## config.mk

```make
export PLATFORM = sky130hd
export DESIGN_NAME = sprite_blitter
export DESIGN_NICKNAME = d
export VERILOG_FILES = /design/src/rtl/sprite_pkg.sv /design/src/rtl/pipe_delay.sv /design/src/rtl/sprite_blitter.sv
export SDC_FILE = /design/constraint.sdc
export NUM_CORES = 1
export LEC_CHECK = 0
export ABC_AREA = 1
export CAP_MARGIN = 10
export CORE_UTILIZATION = 30
export DETAILED_ROUTE_END_ITERATION = 6
export RECOVER_POWER = 100
export SLEW_MARGIN = 20
export SYNTH_ARGS = -nofsm -noshare
export SYNTH_HDL_FRONTEND = slang
export SYNTH_SLANG_ARGS = --single-unit
```

## constraint.sdc

```tcl
create_clock -name clk -period 9.75 [get_ports clk]
set_input_delay 0.975 -clock clk [delete_from_list [all_inputs] [get_ports clk]]
set_output_delay 0.975 -clock clk [all_outputs]
set_load 0.01 [all_outputs]
```

## src/rtl/sprite_pkg.sv

```systemverilog
// Shared defaults and FSM encoding for the sprite blitter.
package sprite_pkg;

  localparam int unsigned SCREEN_W_DEF    = 320;
  localparam int unsigned SCREEN_H_DEF    = 240;
  localparam int unsigned TRANSPARENT_DEF = 2;

  typedef enum logic [1:0] {
    IDLE  = 2'd0,
    FETCH = 2'd1,
    DRAIN = 2'd2
  } state_t;

endpackage

```

## src/rtl/pipe_delay.sv

```systemverilog
// Fixed-depth shift register that carries a payload DEPTH cycles, cleared on reset.
module pipe_delay #(
  parameter int unsigned DEPTH  = 1,
  parameter int unsigned DATA_W = 1
) (
  input  logic              clk,
  input  logic              resetn,
  input  logic [DATA_W-1:0] din,
  output logic [DATA_W-1:0] dout
);

  logic [DATA_W-1:0] stage [DEPTH];

  always_ff @(posedge clk or negedge resetn) begin
    if (!resetn) begin
      for (int i = 0; i < int'(DEPTH); i++) stage[i] <= '0;
    end else begin
      stage[0] <= din;
      for (int i = 1; i < int'(DEPTH); i++) stage[i] <= stage[i-1];
    end
  end

  assign dout = stage[DEPTH-1];

endmodule

```

## src/rtl/sprite_blitter.sv

```systemverilog
// Streams a WIDTH x HEIGHT sprite from ROM to the VGA write port at one pixel per cycle,
// with optional horizontal mirroring and clipping against the screen bounds.
module sprite_blitter
  import sprite_pkg::*;
#(
  parameter int unsigned WIDTH       = 28,
  parameter int unsigned HEIGHT      = 28,
  parameter int unsigned PIX_BITS    = 2,
  parameter int unsigned COLOUR_BITS = 1,
  parameter int unsigned ADDR_BITS   = 10,
  parameter int unsigned MEM_LATENCY = 1,
  parameter int unsigned TRANSPARENT = TRANSPARENT_DEF,
  parameter int unsigned SCREEN_W    = SCREEN_W_DEF,
  parameter int unsigned SCREEN_H    = SCREEN_H_DEF
) (
  input  logic                   clk,
  input  logic                   resetn,
  input  logic                   start_render,
  input  logic [8:0]             base_x,
  input  logic [7:0]             base_y,
  input  logic                   flip_x,
  input  logic [PIX_BITS-1:0]    pic_data,
  output logic [ADDR_BITS-1:0]   pic_address,
  output logic [8:0]             x,
  output logic [7:0]             y,
  output logic [COLOUR_BITS-1:0] colour,
  output logic                   writeEn,
  output logic                   busy,
  output logic                   render_complete
);

  localparam int unsigned CX_W   = (WIDTH > 1) ? $clog2(WIDTH) : 1;
  localparam int unsigned CY_W   = (HEIGHT > 1) ? $clog2(HEIGHT) : 1;
  localparam int unsigned LAT_W  = (MEM_LATENCY > 1) ? $clog2(MEM_LATENCY) : 1;
  localparam int unsigned PIPE_W = 1 + CX_W + CY_W;

  state_t               state_q, state_d;
  logic [CX_W-1:0]      cx_q, cx_d, col;
  logic [CY_W-1:0]      cy_q, cy_d;
  logic [LAT_W-1:0]     drain_q, drain_d;
  logic [8:0]           bx_q;
  logic [7:0]           by_q;
  logic                 flip_q, flip_d, accept;
  logic [ADDR_BITS-1:0] addr_d;

  logic [PIPE_W-1:0]    pipe_in, pipe_out;
  logic                 d_valid;
  logic [CX_W-1:0]      d_cx;
  logic [CY_W-1:0]      d_cy;
  logic [9:0]           ex;
  logic [8:0]           ey;
  logic                 hit;

  always_ff @(posedge clk or negedge resetn) begin
    if (!resetn) begin
      state_q     <= IDLE;
      cx_q        <= '0;
      cy_q        <= '0;
      drain_q     <= '0;
      bx_q        <= '0;
      by_q        <= '0;
      flip_q      <= 1'b0;
      pic_address <= '0;
    end else begin
      state_q <= state_d;
      cx_q    <= cx_d;
      cy_q    <= cy_d;
      drain_q <= drain_d;
      flip_q  <= flip_d;
      if (accept) begin
        bx_q <= base_x;
        by_q <= base_y;
      end
      // Address register leads the counters so address k is visible in cycle k.
      if (state_d == FETCH) pic_address <= addr_d;
    end
  end

  always_comb begin
    state_d = state_q;
    cx_d    = cx_q;
    cy_d    = cy_q;
    drain_d = drain_q;
    accept  = 1'b0;
    case (state_q)
      IDLE: begin
        if (start_render) begin
          state_d = FETCH;
          cx_d    = '0;
          cy_d    = '0;
          accept  = 1'b1;
        end
      end
      FETCH: begin
        if (cx_q == CX_W'(WIDTH - 1)) begin
          cx_d = '0;
          if (cy_q == CY_W'(HEIGHT - 1)) begin
            cy_d    = '0;
            drain_d = '0;
            state_d = DRAIN;
          end else begin
            cy_d = cy_q + CY_W'(1);
          end
        end else begin
          cx_d = cx_q + CX_W'(1);
        end
      end
      DRAIN: begin
        if (drain_q == LAT_W'(MEM_LATENCY - 1)) state_d = IDLE;
        else drain_d = drain_q + LAT_W'(1);
      end
      default: state_d = IDLE;
    endcase
    flip_d = accept ? flip_x : flip_q;
    col    = flip_d ? (CX_W'(WIDTH - 1) - cx_d) : cx_d;
    addr_d = ADDR_BITS'(32'(cy_d) * WIDTH) + ADDR_BITS'(col);
  end

  assign pipe_in = {state_q == FETCH, cx_q, cy_q};

  pipe_delay #(
    .DEPTH  (MEM_LATENCY),
    .DATA_W (PIPE_W)
  ) u_pipe (
    .clk    (clk),
    .resetn (resetn),
    .din    (pipe_in),
    .dout   (pipe_out)
  );

  assign {d_valid, d_cx, d_cy} = pipe_out;

  // Output stage is combinational on pic_data so pixel k leaves in cycle k+L.
  always_comb begin
    ex  = 10'(bx_q) + 10'(d_cx);
    ey  = 9'(by_q) + 9'(d_cy);
    hit = d_valid && (pic_data != PIX_BITS'(TRANSPARENT)) &&
          (ex < 10'(SCREEN_W)) && (ey < 9'(SCREEN_H));
    writeEn = hit;
    x       = hit ? ex[8:0] : '0;
    y       = hit ? ey[7:0] : '0;
    colour  = hit ? pic_data[COLOUR_BITS-1:0] : '0;
  end

  assign busy            = (state_q != IDLE);
  assign render_complete = d_valid && (d_cx == CX_W'(WIDTH - 1)) && (d_cy == CY_W'(HEIGHT - 1));

endmodule

```

==> metrics.log <==
[metrics] final cycle utilization of the critical path: 57.2%
[metrics] setup repair after global routing missed its margin: no
[metrics] arrival time of the worst setup path: slightly below 6 ns
[metrics] final-report setup violation count: 0
[metrics] Die H: 107 um
[metrics] hold buffers post-CTS: 0
[metrics] post-route core utilization: around two fifths
[metrics] Max Slew Vio Count: 52
[metrics] post-CTS sizing: 0
[metrics] worst path required time: slightly below 10 ns
[metrics] die width: approximately 110 um
[metrics] leakage power: around 2.2 nW
[metrics] deepest clock path buffer count: 2
[metrics] maximum fanout along the worst path: 25
[metrics] drt pass-1 iters: 4
[metrics] Area growth syn-to-layout: 22.5%
[metrics] Post-CTS Setup Repair Bufs: 0
[metrics] top-level port count: 54
[metrics] start point of the critical path: start_render
[metrics] #FFs+latches synth: roughly 50
[metrics] maximum number of pins on one net before global-route repair: 52
[metrics] insertion delay of the later-clocked pin in the worst-skew pair: around 0.31 ns
[metrics] area enclosed by the die boundary: 0.0114 mm2
[metrics] clk slew on worst S/H paths: ~0.09 ns
[metrics] Wirelength per Cell: around 12 um
[metrics] outcome: finished with violations
[metrics] post-synth top area cell: sky130_fd_sc_hd__dfrtp_1
[metrics] Core Footprint: roughly 0.010 mm2
[metrics] cell count after synthesis: between 400 and 500
[metrics] Tot Pwr: between 0.3 and 0.4 mW
[metrics] setup tns final: 0 ns
[metrics] worst hold path class: flip-flop to flip-flop
[metrics] Worst slew margin: -78.6%
[metrics] crit path launch type: primary input
[metrics] ratio of cells with drive above 1 in the final layout: under 10%
[metrics] count of port buffers added during placement: 53
[metrics] Antenna Violating Nets Remaining: 0
[metrics] maximum clock rate: 179 MHz
[metrics] Final min period: around 5.6 ns
[metrics] Post-Place Worst Slack: between 4 and 5 ns
[metrics] post-synthesis instance area: between 0.003 and 0.004 mm2
[metrics] row count: 37
[metrics] antenna violations before repair: 0
[metrics] leading cell type in the layout, fill and taps excluded: sky130_fd_sc_hd__nand2_1
[metrics] Power per Cell Area: around 90 mW/mm2
[metrics] post-synth cell types: 31
[metrics] Crit Reg-Reg Startpoint: state_q[1]
[metrics] slew at the pin with the worst max-slew slack: ~2.7 ns
[metrics] overall fraction of global-route tracks in use: 13.6%
[metrics] Final Hold Viols: 0
[metrics] worst clock skew: around 0.012 ns
[metrics] most frequent cells in the layout: 133 x sky130_fd_sc_hd__nand2_1, 60 x sky130_fd_sc_hd__inv_1, 51 x sky130_fd_sc_hd__dfrtp_1
[metrics] Synth area leaders: sky130_fd_sc_hd__dfrtp_1 39%, sky130_fd_sc_hd__nand2_1 15%, sky130_fd_sc_hd__ha_1 8.8%
[metrics] grt total ovfl: 0
[metrics] CTS tree: yes
[metrics] number of H-tree levels: 2
[metrics] path depth of the worst reg2reg path: 18
[metrics] Post-DP HPWL: between 5000 and 6000 um
[metrics] Hold Crit Depth: 0
[metrics] global-route wire length before repair: 12400 um
[metrics] syn_nets: 483
[metrics] initial standard-cell utilization of the core: about a third
[metrics] final routed wirelength across all metal layers: 7190 um
[metrics] critical path capture point type: flip-flop
[metrics] Warnings, synthesis: 0
[metrics] count of inserted antenna diode cells: 0
[metrics] clk sinks: just over 50
[metrics] critical hold path startpoint: cy_q[2]
[metrics] post-synthesis area per instance: 7.65 um2
[metrics] drt drc: 0
[metrics] failing checks: capacitance limit, slew limit
[metrics] via-per-instance ratio: about 4.5
[metrics] share of the yosys chip area belonging to registers: between 30 and 40%
[metrics] root cell of the clock tree: sky130_fd_sc_hd__clkbuf_8
[metrics] Final #Nets: ~540
[metrics] top cell type's share of synthesized area: roughly two fifths
[metrics] Max rail drop VDD: roughly 0.000046 V
[metrics] via count: 2817
[metrics] slack of the critical path: 4.18 ns
[metrics] via count of the first global-routing pass: about 2800
[metrics] placer congestion estimate: roughly 0.86
[metrics] starting DRC count in detailed routing: ~110
[metrics] max cap viols: 1
[metrics] type of the worst setup path: primary input to flip-flop
[metrics] number of buffers inserted during clock tree synthesis: 5
worst paths after layout:
path	endpoint	slack [ns]
worst max register to register	pic_address[9]	4.96
worst min-delay path	u_pipe.dout[2]	0.42
max in group asynchronous	u_pipe.dout[3]	6.63
worst max-delay path	pic_address[9]	4.18
worst min register to register	u_pipe.dout[2]	0.42
min in group asynchronous	pic_address[5]	1.60
cell families (layout without fill, tap and decap cells):
| logic type | after synthesis | count (layout) | share of synthesized area, % |
|---|---|---|---|
| flops | 51 | 51 | 38.9 |
| simple gates | 227 | 227 | 29.4 |
| xor+xnor | 14 | 14 | 3.74 |
| buf+inv | 67 | 122 | 8.08 |
| fa+ha+maj | 31 | 31 | 13.6 |
| compound gates | 39 | 39 | 6.29 |
where the power goes:
group	switching (mW)	internal [mW]
registers	0	0.211
clock network	0.0703	0.0580
logic	0.00651	0.00770
state kept, by name, summed over array words and instances, names as in the netlist:
signal,count
u_pipe.dout,11
pic_address,10
bx_q,9
by_q,8
cx_q,5
cy_q,5
state_q,2
flip_q,1
cell type report:
class	count	area (um2)
Clock buffer	6	82.6
Clock inverter	2	16.3
Fill cell	1097	6440
Inverter	60	225
Multi-Input combinational cell	311	1720
Sequential cell	51	1280
Tap cell	136	170
Timing Repair Buffer	54	529
through the flow:
stage / instances / cell area [um2] / hold WS, ns
3_5_place_dp: 612 / 3950 / 0.407
5_1_grt: 620 / 4020 / 0.445
6_report: 620 / 4020 / 0.423
2_1_floorplan: 429 / 3280 / 0.373
4_1_cts: 620 / 4040 / 0.429
3_3_place_gp: 612 / 3950 / 0.403
cells in the mapped netlist:
master and instances:
sky130_fd_sc_hd__nand2_1 133, sky130_fd_sc_hd__inv_1 60, sky130_fd_sc_hd__dfrtp_1 51, sky130_fd_sc_hd__nor2_1 42
sky130_fd_sc_hd__nand3_1 32, sky130_fd_sc_hd__ha_1 23, sky130_fd_sc_hd__o21ai_0 20, sky130_fd_sc_hd__a21oi_1 11
sky130_fd_sc_hd__fa_1 8, sky130_fd_sc_hd__xor2_1 8, sky130_fd_sc_hd__xnor2_1 6, sky130_fd_sc_hd__nand4_1 5
sky130_fd_sc_hd__nor3_1 3, sky130_fd_sc_hd__o21ai_1 3, sky130_fd_sc_hd__or2_2 3, sky130_fd_sc_hd__a31oi_1 2
sky130_fd_sc_hd__buf_2 2, sky130_fd_sc_hd__clkbuf_1 2, sky130_fd_sc_hd__nand2_2 2, sky130_fd_sc_hd__nand3b_1 2
sky130_fd_sc_hd__a21boi_0 1, sky130_fd_sc_hd__a32oi_1 1, sky130_fd_sc_hd__and2_1 1, sky130_fd_sc_hd__buf_1 1
sky130_fd_sc_hd__buf_4 1, sky130_fd_sc_hd__buf_6 1, sky130_fd_sc_hd__nand3_4 1, sky130_fd_sc_hd__nand4_2 1
sky130_fd_sc_hd__nor2_4 1, sky130_fd_sc_hd__nor4_1 1, sky130_fd_sc_hd__o211ai_1 1
layer usage:
layer	vias up	global-route usage, %	part of all wire (%)	wire length [um]
li1	1461	-	-	-
met1	1284	18.0	48	3450
met2	65	23.2	47	3380
met3	7	2.13	4.4	318
met4	0	3.33	0.61	44
met5	-	0	0	0
worst max-delay path: stages:
cell and delay [ns]:
sky130_fd_sc_hd__dlygate4sd3_1 0.56, sky130_fd_sc_hd__nand2_1 0.12, sky130_fd_sc_hd__nor2_1 1.10, sky130_fd_sc_hd__inv_1 0.64
sky130_fd_sc_hd__o211ai_1 0.34, sky130_fd_sc_hd__inv_1 0.13, sky130_fd_sc_hd__fa_1 0.48, sky130_fd_sc_hd__ha_1 0.29
sky130_fd_sc_hd__ha_1 0.35, sky130_fd_sc_hd__nand3_1 0.10, sky130_fd_sc_hd__nand2_1 0.08, sky130_fd_sc_hd__nand2_1 0.07
sky130_fd_sc_hd__nor2_1 0.14, sky130_fd_sc_hd__nand2_1 0.10, sky130_fd_sc_hd__nor2_1 0.11, sky130_fd_sc_hd__nand2_1 0.06
sky130_fd_sc_hd__nand3_1 0.07, sky130_fd_sc_hd__nand2_1 0.06
Power figures use the tool's default switching activity.
